**config.mk**
```make
export PLATFORM = sky130hd
export DESIGN_NAME = intt_bfly_pipe
export DESIGN_NICKNAME = d
export VERILOG_FILES = /design/src/rtl/intt_pkg.sv /design/src/rtl/intt_modred_barrett.sv /design/src/rtl/intt_bfly_pipe.sv
export SDC_FILE = /design/constraint.sdc
export NUM_CORES = 1
export LEC_CHECK = 0
export CAP_MARGIN = 20
export CORE_AREA = 5 5 267 139
export DETAILED_ROUTE_END_ITERATION = 10
export DIE_AREA = 0 0 272 144
export HOLD_SLACK_MARGIN = 0.05
export PLACE_DENSITY_LB_ADDON = 0.25
export SETUP_SLACK_MARGIN = 0.05
export SYNTH_ARGS = -nofsm -noshare
export SYNTH_HDL_FRONTEND = slang
export SYNTH_HIERARCHICAL = 1
export SYNTH_SLANG_ARGS = --single-unit
export TNS_END_PERCENT = 50
```
**constraint.sdc**
```tcl
create_clock -name clk -period 16.8 [get_ports clk]
set_clock_uncertainty 0.2 [all_clocks]
set_input_delay 3.36 -clock clk [delete_from_list [all_inputs] [get_ports clk]]
set_output_delay 3.36 -clock clk [all_outputs]
set_load 0.03 [all_outputs]
```
**src/rtl/intt_pkg.sv**
```systemverilog
// Shared constants and helpers for the INTT butterfly datapath: default modulus,
// Barrett constant derivation and the modular halving used to fold n^-1 scaling.
package intt_pkg;

    localparam int INTT_Q = 257;
    localparam int INTT_N = $clog2(INTT_Q);

    // floor(2^(2n) / q): the Barrett constant for a 2n-bit dividend.
    function automatic int barrett_mu(input int q, input int n);
        return (1 << (2 * n)) / q;
    endfunction

    localparam int INTT_MU = barrett_mu(INTT_Q, INTT_N);

    // x * 2^-1 mod q for x in [0, q-1]; q odd so (x + q) is even when x is odd.
    function automatic int half_mod(input int x, input int q);
        return (x % 2 == 0) ? (x / 2) : ((x + q) / 2);
    endfunction

endpackage

```
**src/rtl/intt_modred_barrett.sv**
```systemverilog
// Combinational Barrett reduction of a 2N-bit product to [0, Q-1].
// The quotient estimate is at most one low, so one conditional subtract suffices.
module intt_modred_barrett
    import intt_pkg::*;
#(
    parameter int Q = INTT_Q,
    parameter int N = $clog2(Q)
) (
    input  logic [2*N-1:0] x,
    output logic [N-1:0]   r
);

    localparam int            W  = 3 * N + 1;
    localparam logic [N:0]    MU = (N+1)'(barrett_mu(Q, N));
    localparam logic [2*N:0]  QW = (2*N+1)'(Q);

    logic [W-1:0]  xmu;
    logic [N:0]    qest;
    logic [2*N:0]  qq;
    logic [2*N:0]  rem;

    always_comb begin
        xmu  = W'(x) * W'(MU);
        qest = (N+1)'(xmu >> (2 * N));
        qq   = (2*N+1)'(qest) * QW;
        rem  = {1'b0, x} - qq;
        r    = (rem >= QW) ? N'(rem - QW) : N'(rem);
    end

endmodule

```
**src/rtl/intt_bfly_pipe.sv**
```systemverilog
// Three-stage Gentleman-Sande inverse-NTT butterfly: u = a+b, v = (a-b)*w (mod Q).
// Define INTT_BFLY_HALF_EN to multiply non-bypass results by 2^-1 mod Q in the last stage.
module intt_bfly_pipe
    import intt_pkg::*;
#(
    parameter int Q                 = INTT_Q,
    parameter int N                 = $clog2(Q),
    parameter bit BYPASS_EN_DEFAULT = 1'b0
) (
    input  logic         clk,
    input  logic         rst_n,
    input  logic         in_valid,
    output logic         in_ready,
    input  logic [N-1:0] a,
    input  logic [N-1:0] b,
    input  logic [N-1:0] w,
    input  logic         bypass,
    output logic         out_valid,
    input  logic         out_ready,
    output logic [N-1:0] u,
    output logic [N-1:0] v,
    output logic         err
);

    localparam logic [N:0] Q_N1 = (N+1)'(Q);

    logic           adv;
    logic           accept;
    logic [N:0]     sum_raw;
    logic [N:0]     diff_raw;
    logic [N-1:0]   sum_red;
    logic [N-1:0]   diff_red;
    logic           in_bad;

    logic           s1_valid_reg;
    logic [N-1:0]   s1_sum_reg;
    logic [N-1:0]   s1_diff_reg;
    logic [N-1:0]   s1_w_reg;
    logic           s1_bypass_reg;

    logic           s2_valid_reg;
    logic [N-1:0]   s2_sum_reg;
    logic [2*N-1:0] s2_prod_reg;
    logic           s2_bypass_reg;

    logic [N-1:0]   red_prod;
    logic [N-1:0]   u_next;
    logic [N-1:0]   v_next;

    logic           out_valid_reg;
    logic [N-1:0]   u_reg;
    logic [N-1:0]   v_reg;
    logic           err_reg;

    // The whole pipe advances as one; a stalled output freezes every stage.
    assign adv       = !out_valid_reg || out_ready;
    assign in_ready  = adv;
    assign accept    = in_valid && adv;
    assign out_valid = out_valid_reg;
    assign u         = u_reg;
    assign v         = v_reg;
    assign err       = err_reg;

    always_comb begin
        sum_raw  = {1'b0, a} + {1'b0, b};
        sum_red  = (sum_raw >= Q_N1) ? N'(sum_raw - Q_N1) : sum_raw[N-1:0];
        diff_raw = {1'b0, a} - {1'b0, b};
        diff_red = diff_raw[N] ? N'(diff_raw + Q_N1) : diff_raw[N-1:0];
        in_bad   = ({1'b0, a} >= Q_N1) || ({1'b0, b} >= Q_N1) || ({1'b0, w} >= Q_N1);
    end

    intt_modred_barrett #(
        .Q (Q),
        .N (N)
    ) u_modred (
        .x (s2_prod_reg),
        .r (red_prod)
    );

    // Bypass beats park b in the low half of the product register and skip reduction.
    always_comb begin
`ifdef INTT_BFLY_HALF_EN
        u_next = s2_bypass_reg ? s2_sum_reg : N'(half_mod(int'(s2_sum_reg), Q));
        v_next = s2_bypass_reg ? s2_prod_reg[N-1:0] : N'(half_mod(int'(red_prod), Q));
`else
        u_next = s2_sum_reg;
        v_next = s2_bypass_reg ? s2_prod_reg[N-1:0] : red_prod;
`endif
    end

    always_ff @(posedge clk or negedge rst_n) begin
        if (!rst_n) begin
            s1_valid_reg  <= 1'b0;
            s1_sum_reg    <= '0;
            s1_diff_reg   <= '0;
            s1_w_reg      <= '0;
            s1_bypass_reg <= BYPASS_EN_DEFAULT;
            s2_valid_reg  <= 1'b0;
            s2_sum_reg    <= '0;
            s2_prod_reg   <= '0;
            s2_bypass_reg <= BYPASS_EN_DEFAULT;
            out_valid_reg <= 1'b0;
            u_reg         <= '0;
            v_reg         <= '0;
            err_reg       <= 1'b0;
        end else begin
            if (adv) begin
                s1_valid_reg  <= in_valid;
                s1_sum_reg    <= bypass ? a : sum_red;
                s1_diff_reg   <= bypass ? b : diff_red;
                s1_w_reg      <= w;
                s1_bypass_reg <= bypass;

                s2_valid_reg  <= s1_valid_reg;
                s2_sum_reg    <= s1_sum_reg;
                s2_prod_reg   <= s1_bypass_reg ? {{N{1'b0}}, s1_diff_reg}
                                               : (2*N)'(s1_diff_reg) * (2*N)'(s1_w_reg);
                s2_bypass_reg <= s1_bypass_reg;

                out_valid_reg <= s2_valid_reg;
                if (s2_valid_reg) begin
                    u_reg <= u_next;
                    v_reg <= v_next;
                end
            end
            if (accept && in_bad) begin
                err_reg <= 1'b1;
            end
        end
    end

endmodule

```
== After elaboration in Yosys (flattened, before gate mapping) ==
Cells that the tools add are included.
Word-level totals
  bits in registers: 78
  latch bits: 0
  memory bits (writable): 0
  bits in read-only memories: 0
  input bits: 32
  output and inout bits: 21
  memories: 0
Operators by class
  add/sub/neg operators: 6
  $mul: 3
  div/mod/pow operators: 0
  order comparisons: 5
  eq/ne operators: 0
  shift-type cells: 0
  multiplexer cells: 7
  bitwise operators: 0
  reduce and logical (&&, ||, !) cells: 7
Operator list (count)
  two-way mux 9 bit: 6
  >= comparator 9 bit, second input constant: 3
  multiplier 18 x 8 -> 26 bit, second input constant: 1
  >= comparator 19 x 9 -> 1 bit, second input constant: 1
  multiplier 10 x 9 -> 19 bit, second input constant: 1
  subtractor 18 x 19 -> 19 bit: 1
  multiplier 9 x 9 -> 18 bit: 1
  two-way mux 18 bit: 1
  subtractor 9 bit, second input constant: 2
  adder 9 x 9 -> 10 bit: 1
  >= comparator 10 x 9 -> 1 bit, second input constant: 1
  subtractor 9 x 9 -> 10 bit: 1
  adder 9 bit, second input constant: 1
  logical OR 1 bit: 3
  logical AND 1 bit: 2
  AND reduction 2 bit: 1
  zero test 1 bit: 1

== Logic depth before layout (Yosys ltp) ==
Gate-level depths: netlist (run 1).
  word-level depth: 6
  depth in mapped cells: 40
  mapped depth without buffers: 38

== Modules after synthesis ==
Netlist (run 1), hierarchy kept.
By module, submodules not included
  intt_bfly_pipe: times used 1, cells each 792, area an instance 7050.5 um^2, sequential area each 1951.9 um^2
  intt_modred_barrett: times used 1, cells each 565, area an instance 4799.6 um^2, sequential area each 0.0 um^2

== Least setup slack after synthesis (run 1) ==
Ideal clock, no wire load.
  path kind: register to register
  start point: register s2_prod_reg[3]
  end point: register v_reg[1], in the netlist v[1]
  setup time: 0.083 ns
  arrival time: 8.777 ns
  setup slack: 7.740 ns
  cell stages (with the launch flop): 38
  buffers on the path: 2
  period minus slack after synthesis: 9.060 ns
  cells stage by stage: dfrtp_1 -> clkbuf_8 -> inv_1 -> fa_1 -> fa_1 -> inv_1 -> fa_1 -> fa_1 -> ha_1 -> a21o_1 -> a2111oi_4 -> a31oi_2 -> o21ai_0 -> a21oi_1 -> nor2_1 -> o21ai_0 -> a211o_1 -> a21oi_1 -> (+2 left out) -> ha_1 -> fa_1 -> inv_1 -> ha_1 -> clkbuf_1 -> a21oi_1 -> nand2_1 -> o311ai_1 -> a21oi_1 -> mux2i_1 -> and3_2 -> o41ai_1 -> a211o_1 -> a2111o_1 -> nor2_1 -> mux2i_1 -> mux2i_1 -> o21ai_0
Between the ends
  longest elaborated chain between the ends: 6
  elaborated cells between the ends (all ways): 7
  classes of those cells: 2 x add/sub; 2 x mul; 1 x order compare; 2 x mux
RTL lines
  from (decl): line intt_bfly_pipe.sv:43  | logic [2*N-1:0] s2_prod_reg;
  from (signal assigned): line intt_bfly_pipe.sv:116  | s2_prod_reg <= s1_bypass_reg ? {{N{1'b0}}, s1_diff_reg}
  multiplier 18 x 8 -> 26 bit: line intt_modred_barrett.sv:23  | xmu = W'(x) * W'(MU);
  multiplier 10 x 9 -> 19 bit: line intt_modred_barrett.sv:25  | qq = (2*N+1)'(qest) * QW;
  subtractor 18 x 19 -> 19 bit *: line intt_modred_barrett.sv:26  | rem = {1'b0, x} - qq;
  >= comparator 19 x 9 -> 1 bit / subtractor 9 bit (equally long branches): line intt_modred_barrett.sv:27  | r = (rem >= QW) ? N'(rem - QW) : N'(rem);
  two-way mux 9 bit *: line intt_modred_barrett.sv:27
  net red_prod[1]: line intt_bfly_pipe.sv:46  | logic [N-1:0] red_prod;
  two-way mux 9 bit *: line intt_bfly_pipe.sv:87  | v_next = s2_bypass_reg ? s2_prod_reg[N-1:0] : red_prod;
  to (signal assigned): line intt_bfly_pipe.sv:123  | v_reg <= v_next;
  to (decl): line intt_bfly_pipe.sv:52  | logic [N-1:0] v_reg;
The timed path passes the listed nets; every way through them passes the cells marked *.
A chain may end at the register's enable or synchronous reset.

== Worst setup path after layout (run 1) ==
Same ends and word-level chain as after synthesis.

==> results.ini, run 1 <==
[outcome]
status = completed

[drt]
ant_nets = 0
vias_per_cell = 5.016
wl_met2_um = 11300
routed.top_layer = met4
first_pass_iters = 5
wl_met3_um = 2524
vias = 9255
drt_iter0_drc = 804
met1_length_um = 19100
wire_per_inst_um = 17.93
drt-total-wl_um = 33080
drc = 0

[placement]
port_buffers = 52
dp_hpwl_um = 27410
gp_congestion = 0.8866
place_ws_ns = 6.796

[worst_setup_path]
slowest_delay_ns = 0.69
r2r_slack_ns = 6.71
criticalPathCategory = reg2reg
cp.arrival_ns = 10.17
critPathSlowestCell = dfrtp_1
ff2ff_path_depth = 37
crit_required_ns = 16.88
critPathMaxFanout = 12
crit_path_start_kind = flop
r2r_start = s2_prod_reg[3]
rr_endpoint = v[1]
critPathCaptureType = flop

[timing]
finalSetupViolCount = 0
finalCritPeriodShare = 0.6006
drv_slew = 0
finalWorstSetupSlack_ns = 6.710
fmax_mhz = 99.11
tightest_slew_ns = 0.9488
max_slew_margin = 0.3655
timing.final.crit_period_ns = 10.09
hold_violations = 0
rsz0062_at_grt = false
finalSetupTns_ns = 0

[die]
die_area_mm2 = 0.03917
core_area_mm2 = 0.03488
num_rows = 49
io_pins = 53
die_w_um = 272
initial_core_util = 0.3397
die_h_um = 144

[final_layout]
utilization = 0.3754
drive_above_1_share = 0.03968
n_antenna_cell = 0
largest_register_ff_count = 18
multi_input_area_mm2 = 0.008696
regArea_mm2 = 0.001952
final_nets = 1686
synthToLayoutAreaGrowth_pct = 10.51
fillers = 3521

[logic_synthesis]
yosys_most_used_dff = dfrtp_1
synth.top_cell.area_share = 0.2247
avgSynthCellArea_um2 = 8.733
synth-warning-count = 6
postSynthCellCount = 1357
yosys-top-cells-area = fa_1 (22%), dfrtp_1 (16%), ha_1 (15%)
synth_edf_count = 0
synth_seq_cells = 78
yosys.area.top_type = fa_1
syn-num-nets = 1662
synthArstFlopShare = 1.000
netlist_area_mm2 = 0.01185
yosysUniqueCellTypes = 86
synth-seq-area-share = 0.1647

[clock_network]
cts_buffer_depth = 2
cts_buffers = 9
cts_setup_buffers = 0
cts_max_level = 3
cts_root_buf = clkbuf_16
cts_resized = 0
postCtsHoldBufs = 0
cts.sinks = 78
clk_pin_slew_ns = 0.07
clock_latency_ns = 0.36
cts_tree = yes

[worst_hold_path]
hold_start = s2_sum_reg[3]
whs_path_depth = 2
min_path_type = reg2reg
min_to = s2_sum_reg[3]

[global_routing]
grt_max_degree = 60
antenna_found_initial = 0
grt_remaining_overflow = 0
grt_usage = 0.1751
grt_pass1_wl_um = 53230
grt_pass1_vias = 8991

[flow_run]
drv_cap = 0

-- per-stage QoR --
step	cells	cell area, um2	hold slack, ns
detailed placement	1829	12780	0.2561
floorplan	1357	11850	0.2348
CTS	1845	13100	0.2746
global route	1845	13100	0.2869
finish	1845	13100	0.2707
global placement	1829	12780	0.2502
-- critical path: cells and delay by family, from the launching register on --
kind / cells / cell delay [ns]
adders and majority gates: 9 / 3.87
AOI/OAI and AO/OA: 14 / 3.30
and+or+nand+nor: 5 / 0.79
DFF: 1 / 0.69
buffers and inverters: 5 / 0.49
muxes: 3 / 0.46
xor gates and xnor gates: 1 / 0.21
-- layer usage --
layer,GRT usage,vias up
li1,-,4449
met3,0.04824,13
met5,0,-
met4,0.01741,0
met2,0.2042,250
met1,0.3075,4543
-- final cells by class --
| type | instances | area share |
|---|---|---|
| flip-flops and latches | 78 | 0.1491 |
| clock buffers | 10 | 0.01749 |
| inverters | 269 | 0.07711 |
| clock inverters | 6 | 0.006593 |
| repair buffers | 56 | 0.04185 |
| well taps | 459 | 0.04386 |
| multi-input cells | 967 | 0.6641 |
-- synth_stat cells, types with 4 or more instances --
cell type and instances:
a21o_1 13, xnor2_1 38, a211o_1 4, a211oi_1 9, a31oi_1 5, clkbuf_1 30
nand3b_1 5, nor3b_1 6, o21a_1 13, nand3_1 26, mux2_2 10, nor3_1 17
a21oi_1 47, xor2_1 25, inv_1 269, nor4_1 9, dfrtp_1 78, and3_1 9
nor2_1 54, o21ai_0 54, o211ai_1 6, nand2b_1 10, o21ai_1 5, nor2b_1 14
fa_1 133, ha_1 140, mux2i_1 21, o21bai_1 6, a22o_1 6, nand2_1 150
and2_1 53, or3_1 7, buf_1 5, o22ai_1 5
-- kinds of logic (layout without fill, tap and decap cells) --
kind of cell | Yosys count | count (layout) | share of synthesized area
xor+xnor | 63 | 63 | 0.04656
fa+ha+maj | 274 | 274 | 0.3733
simple gates | 386 | 386 | 0.1647
mux | 31 | 31 | 0.02724
buf+inv | 312 | 341 | 0.1021
flops | 78 | 78 | 0.1647
compound gates | 213 | 213 | 0.1213
-- layout by cell type (no fill, tap or decap), types with 13 or more instances in the layout --
master,instances
xnor2_1,38
nor2_1,54
fa_1,133
nor2b_1,13
ha_1,140
dfrtp_1,78
xor2_1,25
and2_1,53
o21ai_0,54
nand2_1,150
a21oi_1,47
clkdlybuf4s50_1,51
mux2i_1,21
nand3_1,26
o21a_1,13
inv_1,269
nor3_1,17
a21o_1,13
-- worst max path at each step --
stage / start / to / cells after the start
after CTS: s2_prod_reg[3] / v[1] / 37
final: s2_prod_reg[3] / v[1] / 37
after global placement: s2_prod_reg[3] / v[1] / 37
after global routing: s2_prod_reg[3] / v[1] / 37
after detailed placement: s2_prod_reg[3] / v[1] / 37
after floorplan: s2_prod_reg[3] / v[1] / 37
Power of run 1 is not shown: default switching activity piles up to over one toggle a cycle in this logic, so the estimate is an artifact.
==> run 2: changes to the inputs <==
==> constraint.sdc (replaced) <==
create_clock -name clk -period 10 [get_ports clk]
set_clock_uncertainty 0.2 [all_clocks]
set_input_delay 2 -clock clk [delete_from_list [all_inputs] [get_ports clk]]
set_output_delay 2 -clock clk [all_outputs]
set_load 0.03 [all_outputs]
==> results.ini, run 2 (synthesis results as in run 1) <==
[outcome]
status = completed

[global_routing]
antenna_found_initial = 0
grt_pass1_vias = 8905
grt_pass1_wl_um = 51260
grt_usage = 0.1665
grt_max_degree = 66
grt_remaining_overflow = 0

[drt]
first_pass_iters = 5
vias = 9252
drc = 0
drt-total-wl_um = 32110
ant_nets = 0
vias_per_cell = 4.985
drt_iter0_drc = 687
wire_per_inst_um = 17.30

[clock_network]
cts_max_level = 3
clock_latency_ns = 0.36
clk_pin_slew_ns = 0.07
cts_tree = yes
cts.sinks = 78
cts_buffer_depth = 2
cts_buffers = 9
cts_root_buf = clkbuf_16

[worst_setup_path]
cp.arrival_ns = 9.55
critPathSlowestCell = fa_2
crit_required_ns = 10.07
slowest_delay_ns = 0.65
criticalPathCategory = reg2reg
critPathMaxFanout = 9
worst_path_most_repeated_cell = inv_1
critPathCaptureType = flop
crit_path_start_kind = flop

[die]
core_area_mm2 = 0.03488
io_pins = 53
die_h_um = 144
initial_core_util = 0.3397
die_w_um = 272
num_rows = 49
die_area_mm2 = 0.03917

[placement]
gp_congestion = 0.9203
dp_hpwl_um = 26890
port_buffers = 52

[timing]
max_slew_margin = 0.3616
hold_ws_ns = 0.2739
finalCritPeriodShare = 0.9480
timing.final.crit_period_ns = 9.480
fmax_mhz = 105.5
drv_slew = 0
tightest_slew_ns = 0.9456
finalSetupTns_ns = 0
rsz0062_at_grt = false
hold_violations = 0
finalSetupViolCount = 0

[final_layout]
largest_register_ff_count = 18
layout_commonest_cell = inv_1
utilization = 0.3792
synthToLayoutAreaGrowth_pct = 11.63
final_nets = 1698
layout_common_cells = inv_1 (264), nand2_1 (150), ha_1 (139)
fillers = 3515
drive_above_1_share = 0.06084
n_antenna_cell = 0

[worst_hold_path]
min_path_type = reg2reg

[flow_run]
drv_cap = 0

[run 2: cell types whose count changed in the layout (fill, tap and decap cells not counted), sizes merged]
cell	previous run	this run
clkinvlp	1	5
clkinv	3	1
bufinv	2	1
inv	269	265
buf	5	17
clkbuf	10	12
[run 2: area by class of cell]
cell class	count	area, um2	share of cell area
Sequential cell	78	1959	0.1481
Inverter	269	1025	0.07747
Clock buffer	12	266.5	0.02015
Clock inverter	3	42.54	0.003216
Timing Repair Buffer	68	638.1	0.04824
Multi-Input combinational cell	967	8722	0.6594
Tap cell	459	574.3	0.04342
[run 2: per-layer routing]
| metal | GRT usage | part of all wire | vias to the layer above |
|---|---|---|---|
| li1 | - | - | 4458 |
| met1 | 0.2919 | 0.58 | 4522 |
| met2 | 0.1995 | 0.35 | 262 |
| met3 | 0.04227 | 0.069 | 10 |
| met4 | 0.01205 | 0.0027 | 0 |
| met5 | 0 | 0 | - |
[run 2: stage by stage]
step	instance area (um2)	setup slack (ns)	cells
after global routing	13230	0.06036	1856
after global placement	12820	0.3616	1834
after floorplan	11850	0.9401	1357
final	13230	0.5197	1856
after CTS	13130	0.1320	1849
after detailed placement	12820	0.1969	1834
[run 2: what timing repair did]
action,CTS,global route
resized for setup,0,20
buffers inserted,0,7
setup endpoints to repair,0,9
hold buffers,0,0
[run 2: worst paths after layout]
check | cells after the start | slack [ns] | end | start
setup / recovery | 38 | 0.52 | v[6] | s2_prod_reg[10]
hold / removal | 2 | 0.27 | s2_sum_reg[5] | s1_sum_reg[5]
setup reg to reg | 38 | 0.52 | v[6] | s2_prod_reg[10]
hold reg to reg | 2 | 0.27 | s2_sum_reg[5] | s1_sum_reg[5]
max in group asynchronous | 2 | 7.11 | s2_prod_reg[4] | rst_n
min in group asynchronous | 1 | 1.27 | s2_sum_reg[1] | rst_n
[run 2: worst max-delay path, delay by kind of cell, from the launching register on]
kind	cells	cell delay [ns]
AO/OA/AOI/OAI	17	3.42
XOR/XNOR	3	0.59
adder cells (fa/ha/maj)	9	3.89
buffers and inverters	5	0.28
flip-flops	1	0.47
multiplexers	1	0.12
AND/OR/NAND/NOR	3	0.45
Power of run 2 is left out for the same reason.
